<file path="src/rtl/sdram_pkg.sv">
// Shared SDRAM constants: command encodings {cs_n,ras_n,cas_n,we_n}, bus widths, arbiter states.
package sdram_pkg;

   localparam int ADDR_W = 13;
   localparam int BA_W   = 2;

   localparam logic [3:0] CMD_NOP   = 4'b0111;
   localparam logic [3:0] CMD_PALL  = 4'b0010;
   localparam logic [3:0] CMD_AREF  = 4'b0001;
   localparam logic [3:0] CMD_WRITE = 4'b0100;
   localparam logic [3:0] CMD_READ  = 4'b0101;
   localparam logic [3:0] CMD_ACT   = 4'b0011;
   localparam logic [3:0] CMD_MRS   = 4'b0000;

   typedef enum logic [4:0] {
      S_INIT  = 5'b00001,
      S_ARBIT = 5'b00010,
      S_AREF  = 5'b00100,
      S_WRITE = 5'b01000,
      S_READ  = 5'b10000
   } arb_state_t;

endpackage

</file>
<file path="src/rtl/sdram_arbiter.sv">
// Command-bus arbiter: init, then refresh > round-robin write/read; one-cycle registered grant pulses.
// Pins follow the owner's cmd/addr with no added latency; the owner holds the bus until its end flag.
module sdram_arbiter
   import sdram_pkg::*;
#(
   parameter logic [BA_W-1:0] BA_FIX = 2'b00
) (
   input  logic              clk,
   input  logic              rst,
   input  logic [3:0]        init_cmd,
   input  logic [ADDR_W-1:0] init_addr,
   input  logic              flag_init_end,
   input  logic              aref_req,
   input  logic [3:0]        aref_cmd,
   input  logic [ADDR_W-1:0] aref_addr,
   input  logic              flag_aref_end,
   output logic              aref_en,
   input  logic              wr_req,
   input  logic [3:0]        wr_cmd,
   input  logic [ADDR_W-1:0] wr_addr,
   input  logic              flag_wr_end,
   output logic              wr_en,
   input  logic              rd_req,
   input  logic [3:0]        rd_cmd,
   input  logic [ADDR_W-1:0] rd_addr,
   input  logic              flag_rd_end,
   output logic              rd_en,
   output logic              sdram_cke,
   output logic              sdram_cs_n,
   output logic              sdram_ras_n,
   output logic              sdram_cas_n,
   output logic              sdram_we_n,
   output logic [BA_W-1:0]   sdram_ba,
   output logic [ADDR_W-1:0] sdram_addr
);

   arb_state_t        r_state;
   arb_state_t        w_state_nxt;
   logic              r_last_rd;
   logic              r_aref_en;
   logic              r_wr_en;
   logic              r_rd_en;
   logic [3:0]        w_cmd;
   logic [ADDR_W-1:0] w_addr;

   always_comb begin
      w_state_nxt = r_state;
      case (r_state)
         S_INIT:  if (flag_init_end) w_state_nxt = S_ARBIT;
         S_ARBIT: begin
            if (aref_req)             w_state_nxt = S_AREF;
            else if (wr_req && rd_req) w_state_nxt = r_last_rd ? S_WRITE : S_READ;
            else if (wr_req)          w_state_nxt = S_WRITE;
            else if (rd_req)          w_state_nxt = S_READ;
         end
         S_AREF:  if (flag_aref_end) w_state_nxt = S_ARBIT;
         S_WRITE: if (flag_wr_end)   w_state_nxt = S_ARBIT;
         S_READ:  if (flag_rd_end)   w_state_nxt = S_ARBIT;
         default: w_state_nxt = S_INIT;
      endcase
   end

   // Grants only ever leave S_ARBIT, so each enable is a single-cycle pulse on state entry.
   always_ff @(posedge clk) begin
      if (rst) begin
         r_state   <= S_INIT;
         r_last_rd <= 1'b0;
         r_aref_en <= 1'b0;
         r_wr_en   <= 1'b0;
         r_rd_en   <= 1'b0;
      end else begin
         r_state   <= w_state_nxt;
         r_aref_en <= (r_state == S_ARBIT) && (w_state_nxt == S_AREF);
         r_wr_en   <= (r_state == S_ARBIT) && (w_state_nxt == S_WRITE);
         r_rd_en   <= (r_state == S_ARBIT) && (w_state_nxt == S_READ);
         if ((r_state == S_ARBIT) && (w_state_nxt == S_READ))
            r_last_rd <= 1'b1;
         else if ((r_state == S_ARBIT) && (w_state_nxt == S_WRITE))
            r_last_rd <= 1'b0;
      end
   end

   always_comb begin
      w_cmd  = CMD_NOP;
      w_addr = '0;
      if (!rst) begin
         case (r_state)
            S_INIT:  begin w_cmd = init_cmd; w_addr = init_addr; end
            S_AREF:  begin w_cmd = aref_cmd; w_addr = aref_addr; end
            S_WRITE: begin w_cmd = wr_cmd;   w_addr = wr_addr;   end
            S_READ:  begin w_cmd = rd_cmd;   w_addr = rd_addr;   end
            default: begin w_cmd = CMD_NOP;  w_addr = '0;        end
         endcase
      end
   end

   assign {sdram_cs_n, sdram_ras_n, sdram_cas_n, sdram_we_n} = w_cmd;
   assign sdram_addr = w_addr;
   assign sdram_ba   = BA_FIX;
   assign sdram_cke  = ~rst;
   assign aref_en    = r_aref_en & ~rst;
   assign wr_en      = r_wr_en & ~rst;
   assign rd_en      = r_rd_en & ~rst;

endmodule

</file>
<file path="config.mk">
export PLATFORM = sky130hd
export DESIGN_NAME = sdram_arbiter
export DESIGN_NICKNAME = d
export VERILOG_FILES = /design/src/rtl/sdram_pkg.sv /design/src/rtl/sdram_arbiter.sv
export SDC_FILE = /design/constraint.sdc
export NUM_CORES = 1
export LEC_CHECK = 0
export ABC_AREA = 1
export BUFFER_PORTS_ARGS = -buffer_cell sky130_fd_sc_hd__buf_2
export CAP_MARGIN = 20
export CORE_UTILIZATION = 39
export CTS_CLUSTER_DIAMETER = 100
export DETAILED_ROUTE_END_ITERATION = 12
export PLACE_DENSITY = 0.83
export SLEW_MARGIN = 10
export SYNTH_ARGS = -nofsm -noshare
export SYNTH_HDL_FRONTEND = slang
export SYNTH_SLANG_ARGS = --single-unit
</file>
<file path="constraint.sdc">
create_clock -name clk -period 1.7 [get_ports clk]
set_clock_uncertainty 0.1 [all_clocks]
set_input_delay 0.085 -clock clk [delete_from_list [all_inputs] [get_ports clk]]
set_output_delay 0.085 -clock clk [all_outputs]
set_load 0.01 [all_outputs]
</file>
==> flow_summary.toml, run 1 <==
[synth]
synth_edf_count = 0
synth_most_common_cell = "nand2_1"
syn-cell-area_sq_um = 1230
ys.warnings.count = 0
synth.avg_cell_area_sq_um = 5.44
ys.flop_type = "dfxtp_1"
yosysSeqAreaShare_pct = 14.7
synth.largest_area_cell = "nand2_1"
async_flop_share_pct = 0
yosys_register_bits = 9
synth_common_cells = "nand2_1, nor2_1, inv_1, nand4_1, o21ai_0"
syn_inst = 226
synthTopCellsByArea = "nand2_1, dfxtp_1, nor2_1"
synth_top_area_share_pct = 18.6
yosys.cell_types.count = 24

[floorplan]
dieArea_sq_um = 3380
die_h_microns = 58.1
start_util_pct = 40.6
core.rowCount = 20
ios = 100
fp.coreArea_sq_um = 3030
fp.dieW_microns = 58.1

[global_route]
grt_use_total_pct = 25.1
overflow = 0
grt_pass1_vias = 1644
grt_max_degree = 26
grt_pass1_wl_mm = 6.89
antenna_found_initial = 0

[cells_and_area]
fin_util_pct = 65.8
finalNonFillerCells = 379
fin_nets = 413
n_antenna_cell = 0
drive_above_1_share_pct = 46.6
area_growth_pct = 62.2

[worst_hold_path]
hp-class = "input pin to register"
worstHoldPathCells = 3
worstHoldEndpoint = "r_aref_en"
hp-start = "aref_req"

[run_status]
violations = "design-rule violations, negative setup slack"
status = "finished, violations left"

[critical_path]
r2r_slack_ps = 220
reg2reg_to = "r_last_rd"
r2r_cells = 7
critPathMaxFanout = 8
critical_path_class = "register to primary output"
critPathCaptureType = "primary output"
critical_path_required_ps = 1510
startpoint_type = "register"
arrival_ps = 1600
timing.rr.start = "r_state[4]"

[timing]
max_freq_mhz = 560
rsz0062_at_grt = "yes"
period_minus_slack_ps = 1790
maxSlewViolCount = 0
fin_crit_sh_pct = 105
finalHoldViolations = 0
setup_viol = 17
setup_ws_ps = -86.8

[placement]
finalWeightedCongestion = 0.871
place_ws_ps = 155
dp_hpwl_mm = 2.80
place_inst = 358
io_buffers = 97

[cts]
cts_buffers = 3
clk_pin_slew_ps = 60
ctsLongestPathBuffers = 2
cts_tree = "yes"
clkLatencyLatePin_ps = 260
htreeDepth = 1
root_buffer = "clkbuf_4"
cts_sinks = 9

[routing]
wl_mm = 4.44
first_pass_iters = 9
drt_iter0_drc = 84
vias = 1822
wl_per_cell_microns = 11.7
drcViolationCount = 2
ant_nets = 0
drt-vias-per-instance = 4.81

[pwr]
powerDensity_nw_per_um2 = 414
irDropWorstVdd_uv = 214
finalPower_mw = 0.826
p_leak_nw = 1.11

[job]
maxCapViolations = 0
## layout by cell type, fill, tap and decap left out, types with 2 or more instances in the layout
| master | n |
|---|---|
| o21ai_2 | 2 |
| inv_4 | 2 |
| conb_1 | 2 |
| nor2_4 | 5 |
| nand4_1 | 17 |
| nand3_2 | 3 |
| nand3_1 | 3 |
| nor2_2 | 4 |
| nor2_1 | 42 |
| nand2_1 | 51 |
| o21ai_0 | 11 |
| nand2_2 | 10 |
| buf_6 | 4 |
| dfxtp_1 | 4 |
| buf_4 | 7 |
| buf_2 | 97 |
| or2_1 | 2 |
| a21oi_1 | 6 |
| dfxtp_4 | 4 |
| inv_1 | 32 |
| o21ai_1 | 4 |
| dlygate4sd3_1 | 2 |
| o22ai_2 | 2 |
| inv_2 | 2 |
| nand3_4 | 4 |
| inv_6 | 2 |
| clkbuf_4 | 3 |
## layer usage
metal  up-vias  global-route usage (%)  part of all wire, %
li1        926                       -                    -
met4         0                    3.74                  1.4
met1       797                    30.8                   41
met3         9                    3.35                  7.0
met2        90                    47.1                   51
met5         -                       0                    0
## sequential cells by signal (all words and copies together), names as in the netlist
signal,flops
r_aref_en,1
r_state,5
r_last_rd,1
r_rd_en,1
r_wr_en,1
## worst max-delay path, stage by stage, from the launching register on
cell	delay (ps)
dfxtp_4	360
nor2_4	130
buf_12	130
nand3_4	170
inv_6	160
nand2_1	70
nand2_1	50
nor2_1	30
nor2_1	100
buf_2	140
## timing repair
| action | CTS | global route |
|---|---|---|
| hold buffers | 2 | 0 |
| pin swaps | 21 | 14 |
| gates resized for setup | 20 | 18 |
| buffers inserted | 6 | 3 |
| cloned | 3 | 3 |
| endpoints found under the setup margin | 17 | 17 |
| hold endpoints to repair | 2 | 0 |
## metrics by stage
step,instance area (sq um),hold WS (ps),setup TNS (ps)
finish,1990,14.3,-793
global route,1990,23.7,-2140
CTS,1890,4.43,-565
detailed placement,1700,236,0
global placement,1700,235,0
floorplan,1230,114,0
## final cells by class
| class | count | area [sq um] |
|---|---|---|
| Timing Repair inverter | 3 | 23.8 |
| Fill cell | 285 | 1030 |
| Tap cell | 44 | 55.1 |
| Inverter | 37 | 161 |
| Multi-Input combinational cell | 171 | 907 |
| Clock buffer | 4 | 26.3 |
| Sequential cell | 9 | 196 |
| Timing Repair Buffer | 111 | 623 |
## cells by family after synthesis
group                  after synthesis  synth area share, %
AOI/OAI and AO/OA                   27                 11.5
other                                1                0.305
buffers and inverters               50                 19.3
DFF                                  9                 14.7
and+or+nand+nor                    139                 54.2
## where the power goes
group | switching [mW] | internal (mW) | leakage, nW
registers | 0.00750 | 0.213 | 0.0758
logic | 0.236 | 0.201 | 1.02
clock network | 0.0777 | 0.0905 | 0.0150
## worst max-delay path by stage
stage | from | endpoint | slack (ps) | depth (start not counted)
6_report | r_state[1] | sdram_addr[2] | -90 | 9
3_3_place_gp | r_state[3] | sdram_addr[11] | 150 | 8
3_5_place_dp | r_state[4] | r_state[4] | 150 | 8
2_1_floorplan | r_state[3] | sdram_addr[3] | 320 | 8
5_1_grt | r_state[0] | sdram_addr[2] | -150 | 9
4_1_cts | r_state[2] | sdram_addr[2] | -40 | 8
Power figures use the tool's default switching activity.
==> inputs of run 2 (changes only) <==
--- a/config.mk
+++ b/config.mk
@@ -7,6 +7,5 @@
 export LEC_CHECK = 0
-export ABC_AREA = 1
 export BUFFER_PORTS_ARGS = -buffer_cell sky130_fd_sc_hd__buf_2
 export CAP_MARGIN = 20
-export CORE_UTILIZATION = 39
+export CORE_UTILIZATION = 36
 export CTS_CLUSTER_DIAMETER = 100
@@ -14,2 +13,3 @@
 export PLACE_DENSITY = 0.83
+export SKIP_LAST_GASP = 1
 export SLEW_MARGIN = 10
==> constraint.sdc (replaced) <==
create_clock -name clk -period 1.7 [get_ports clk]
set_clock_uncertainty 0.1 [all_clocks]
set_input_delay 0.34 -clock clk [delete_from_list [all_inputs] [get_ports clk]]
set_output_delay 0.34 -clock clk [all_outputs]
set_load 0.01 [all_outputs]
==> run 2 against run 1 <==
- the flow finishes with violations (negative setup slack)
- design area shrank 5.4%
- total power grew 2.6%
- critical path depth shrank 1
- register-to-register slack lost 220 ps
- clock-buffer cell count is the same
- final cell count shrank 27%
- routed wire length shrank 7.7%
- utilization grew 7.0 points
- die area shrank 9.4%
- sequential power grew 3%
- first-iteration DRC count grew 51%
- worst setup slack lost 360 ps
==> flow_summary.toml, run 2 <==
[timing]
setup_ws_ps = -450
setup_viol = 17
max_freq_mhz = 465
fin_crit_sh_pct = 126
setup_tns_ps = -7020
finalHoldViolations = 0
maxSlewViolCount = 0
period_minus_slack_ps = 2150
rsz0062_at_grt = "yes"

[pwr]
p_leak_nw = 0.870
finalPower_mw = 0.847
irDropWorstVdd_uv = 555
powerDensity_nw_per_um2 = 449

[cells_and_area]
fillCellCount = 189
n_antenna_cell = 0
ff_latch_area_sq_um = 189
drive_above_1_share_pct = 66.9
multi_input_area_sq_um = 773
final_common_cell = "buf_2"
most-common-layout-cells = "buf_2, a22oi_1, buf_4"
area_growth_pct = 84.2
top_register = "r_state"
largest_reg_flops = 5
fin_nets = 323

[synth]
syn_inst = 125
ys.warnings.count = 0
syn-cell-area_sq_um = 1020
ys.flop_type = "dfxtp_1"
yosys.cell_types.count = 34
synth_most_common_cell = "a22oi_1"
synth.avg_cell_area_sq_um = 8.19
synth_edf_count = 0
yosys_register_bits = 9
yosysSeqAreaShare_pct = 17.6
synth_common_cells = "a22oi_1, a21oi_1, dfxtp_1"
async_flop_share_pct = 0
synth.largest_area_cell = "a22oi_1"
synth_top_area_share_pct = 19.8
synthTopCellsByArea = "a22oi_1, dfxtp_1, a22oi_2"

[routing]
ant_nets = 0
wl_mm = 4.10
first_pass_iters = 5
drcViolationCount = 0
wl_per_cell_microns = 14.9
drt_iter0_drc = 127
drt-vias-per-instance = 5.60
vias = 1541

[cts]
cts_buffers = 3
root_buffer = "clkbuf_4"
htreeDepth = 1
cts_tree = "yes"
clk_pin_slew_ps = 60
cts_sinks = 9
cts_hold_buf = 0
ctsLongestPathBuffers = 2
clkLatencyLatePin_ps = 260

[floorplan]
dieArea_sq_um = 3060
fp.dieW_microns = 55.3
core.rowCount = 18
start_util_pct = 39.5
ios = 100
fp.coreArea_sq_um = 2590
die_h_microns = 55.3

[critical_path]
startpoint_type = "register"
critPathMaxFanout = 11
critical_path_class = "register to primary output"
arrival_ps = 1710
crit_slowest_cell = "dfxtp_2"
cp_cell_sequence = "nor3_4, buf_4, and3_4, buf_12, clkbuf_16, a22oi_2, a21oi_2, buf_2"
critical_path_required_ps = 1260
critPathCaptureType = "primary output"
slowest_delay_ps = 340

[global_route]
grt_use_total_pct = 23.6
grt_pass1_vias = 1422
antenna_found_initial = 0
grt_max_degree = 19
grt_pass1_wl_mm = 6.02
overflow = 0

[job]
maxCapViolations = 0

[placement]
io_buffers = 97
finalWeightedCongestion = 0.912
dp_hpwl_mm = 3.01

[run_status]
status = "finished, violations left"
violations = "negative setup slack"

[worst_hold_path]
hp-class = "input pin to register"
run 2: changes by cell type after synthesis, moves of 6 or more:
| cell | delta |
|---|---|
| a22oi_1 | +27 |
| nand2_1 | -58 |
| a21oi_2 | +7 |
| a22oi_2 | +7 |
| o21ai_1 | -6 |
| o21ai_0 | -9 |
| nor2_1 | -37 |
| nand4_1 | -17 |
| inv_1 | -28 |
run 2: worst paths after layout:
path              endpoint  cells past startpoint     startpoint  slack (ps)
max          sdram_addr[8]                      8     r_state[0]        -450
min             r_state[0]                      2  flag_init_end         210
max reg2reg     r_state[2]                      9     r_state[0]           0
min reg2reg      r_last_rd                      2      r_last_rd         370
run 2: kinds of logic after synthesis:
group / after synthesis / synth area share (%)
and+or+nand+nor: 33 / 20.1
other: 1 / 0.366
DFF: 9 / 17.6
xor gates and xnor gates: 1 / 0.856
buffers and inverters: 17 / 11.1
AOI/OAI and AO/OA: 64 / 50.0
run 2: timing repair:
item                       in CTS  in global routing
setup buffers                   2                  5
resized for setup               2                 10
setup endpoints to repair      17                 17
gates cloned                    0                  3
pin swaps                       0                  4
run 2: power breakdown:
part	total [mW]	switching (mW)	internal [mW]
Sequential	0.228	0.00976	0.218
Clock	0.160	0.0702	0.0902
Combinational	0.459	0.217	0.241
Total	0.847	0.297	0.550
run 2: routing by layer:
metal	wire length (microns)	track usage, %	up-vias
li1	-	-	721
met1	1600	27.3	724
met2	2110	44.6	89
met3	312	3.04	7
met4	66	7.14	0
met5	0	0	-
run 2: area by class of cell:
type                            instances  area share (%)
Multi-Input combinational cell        100            41.0
Clock buffer                            4            1.39
Timing Repair Buffer                  128            44.8
Inverter                                4           0.796
Tap cell                               30            1.99
Sequential cell                         9            10.0
run 2: through the flow:
stage	std cells	hold slack, ps	setup WS [ps]	cell area, sq um	util (%)
after floorplan	126	332	-39.9	1060	-
after global placement	261	346	-130	1690	65.4
after detailed placement	261	362	-161	1690	65.4
after CTS	267	220	-404	1740	67.1
after global routing	275	198	-538	1890	72.8
final	275	209	-450	1890	72.8
run 2: worst max-delay path, delay by kind of cell (launching register included):
kind                   cells  cell delay [ps]
AOI/OAI and AO/OA          2              160
buffers and inverters      4              540
DFF                        1              340
and+or+nand+nor            2              400
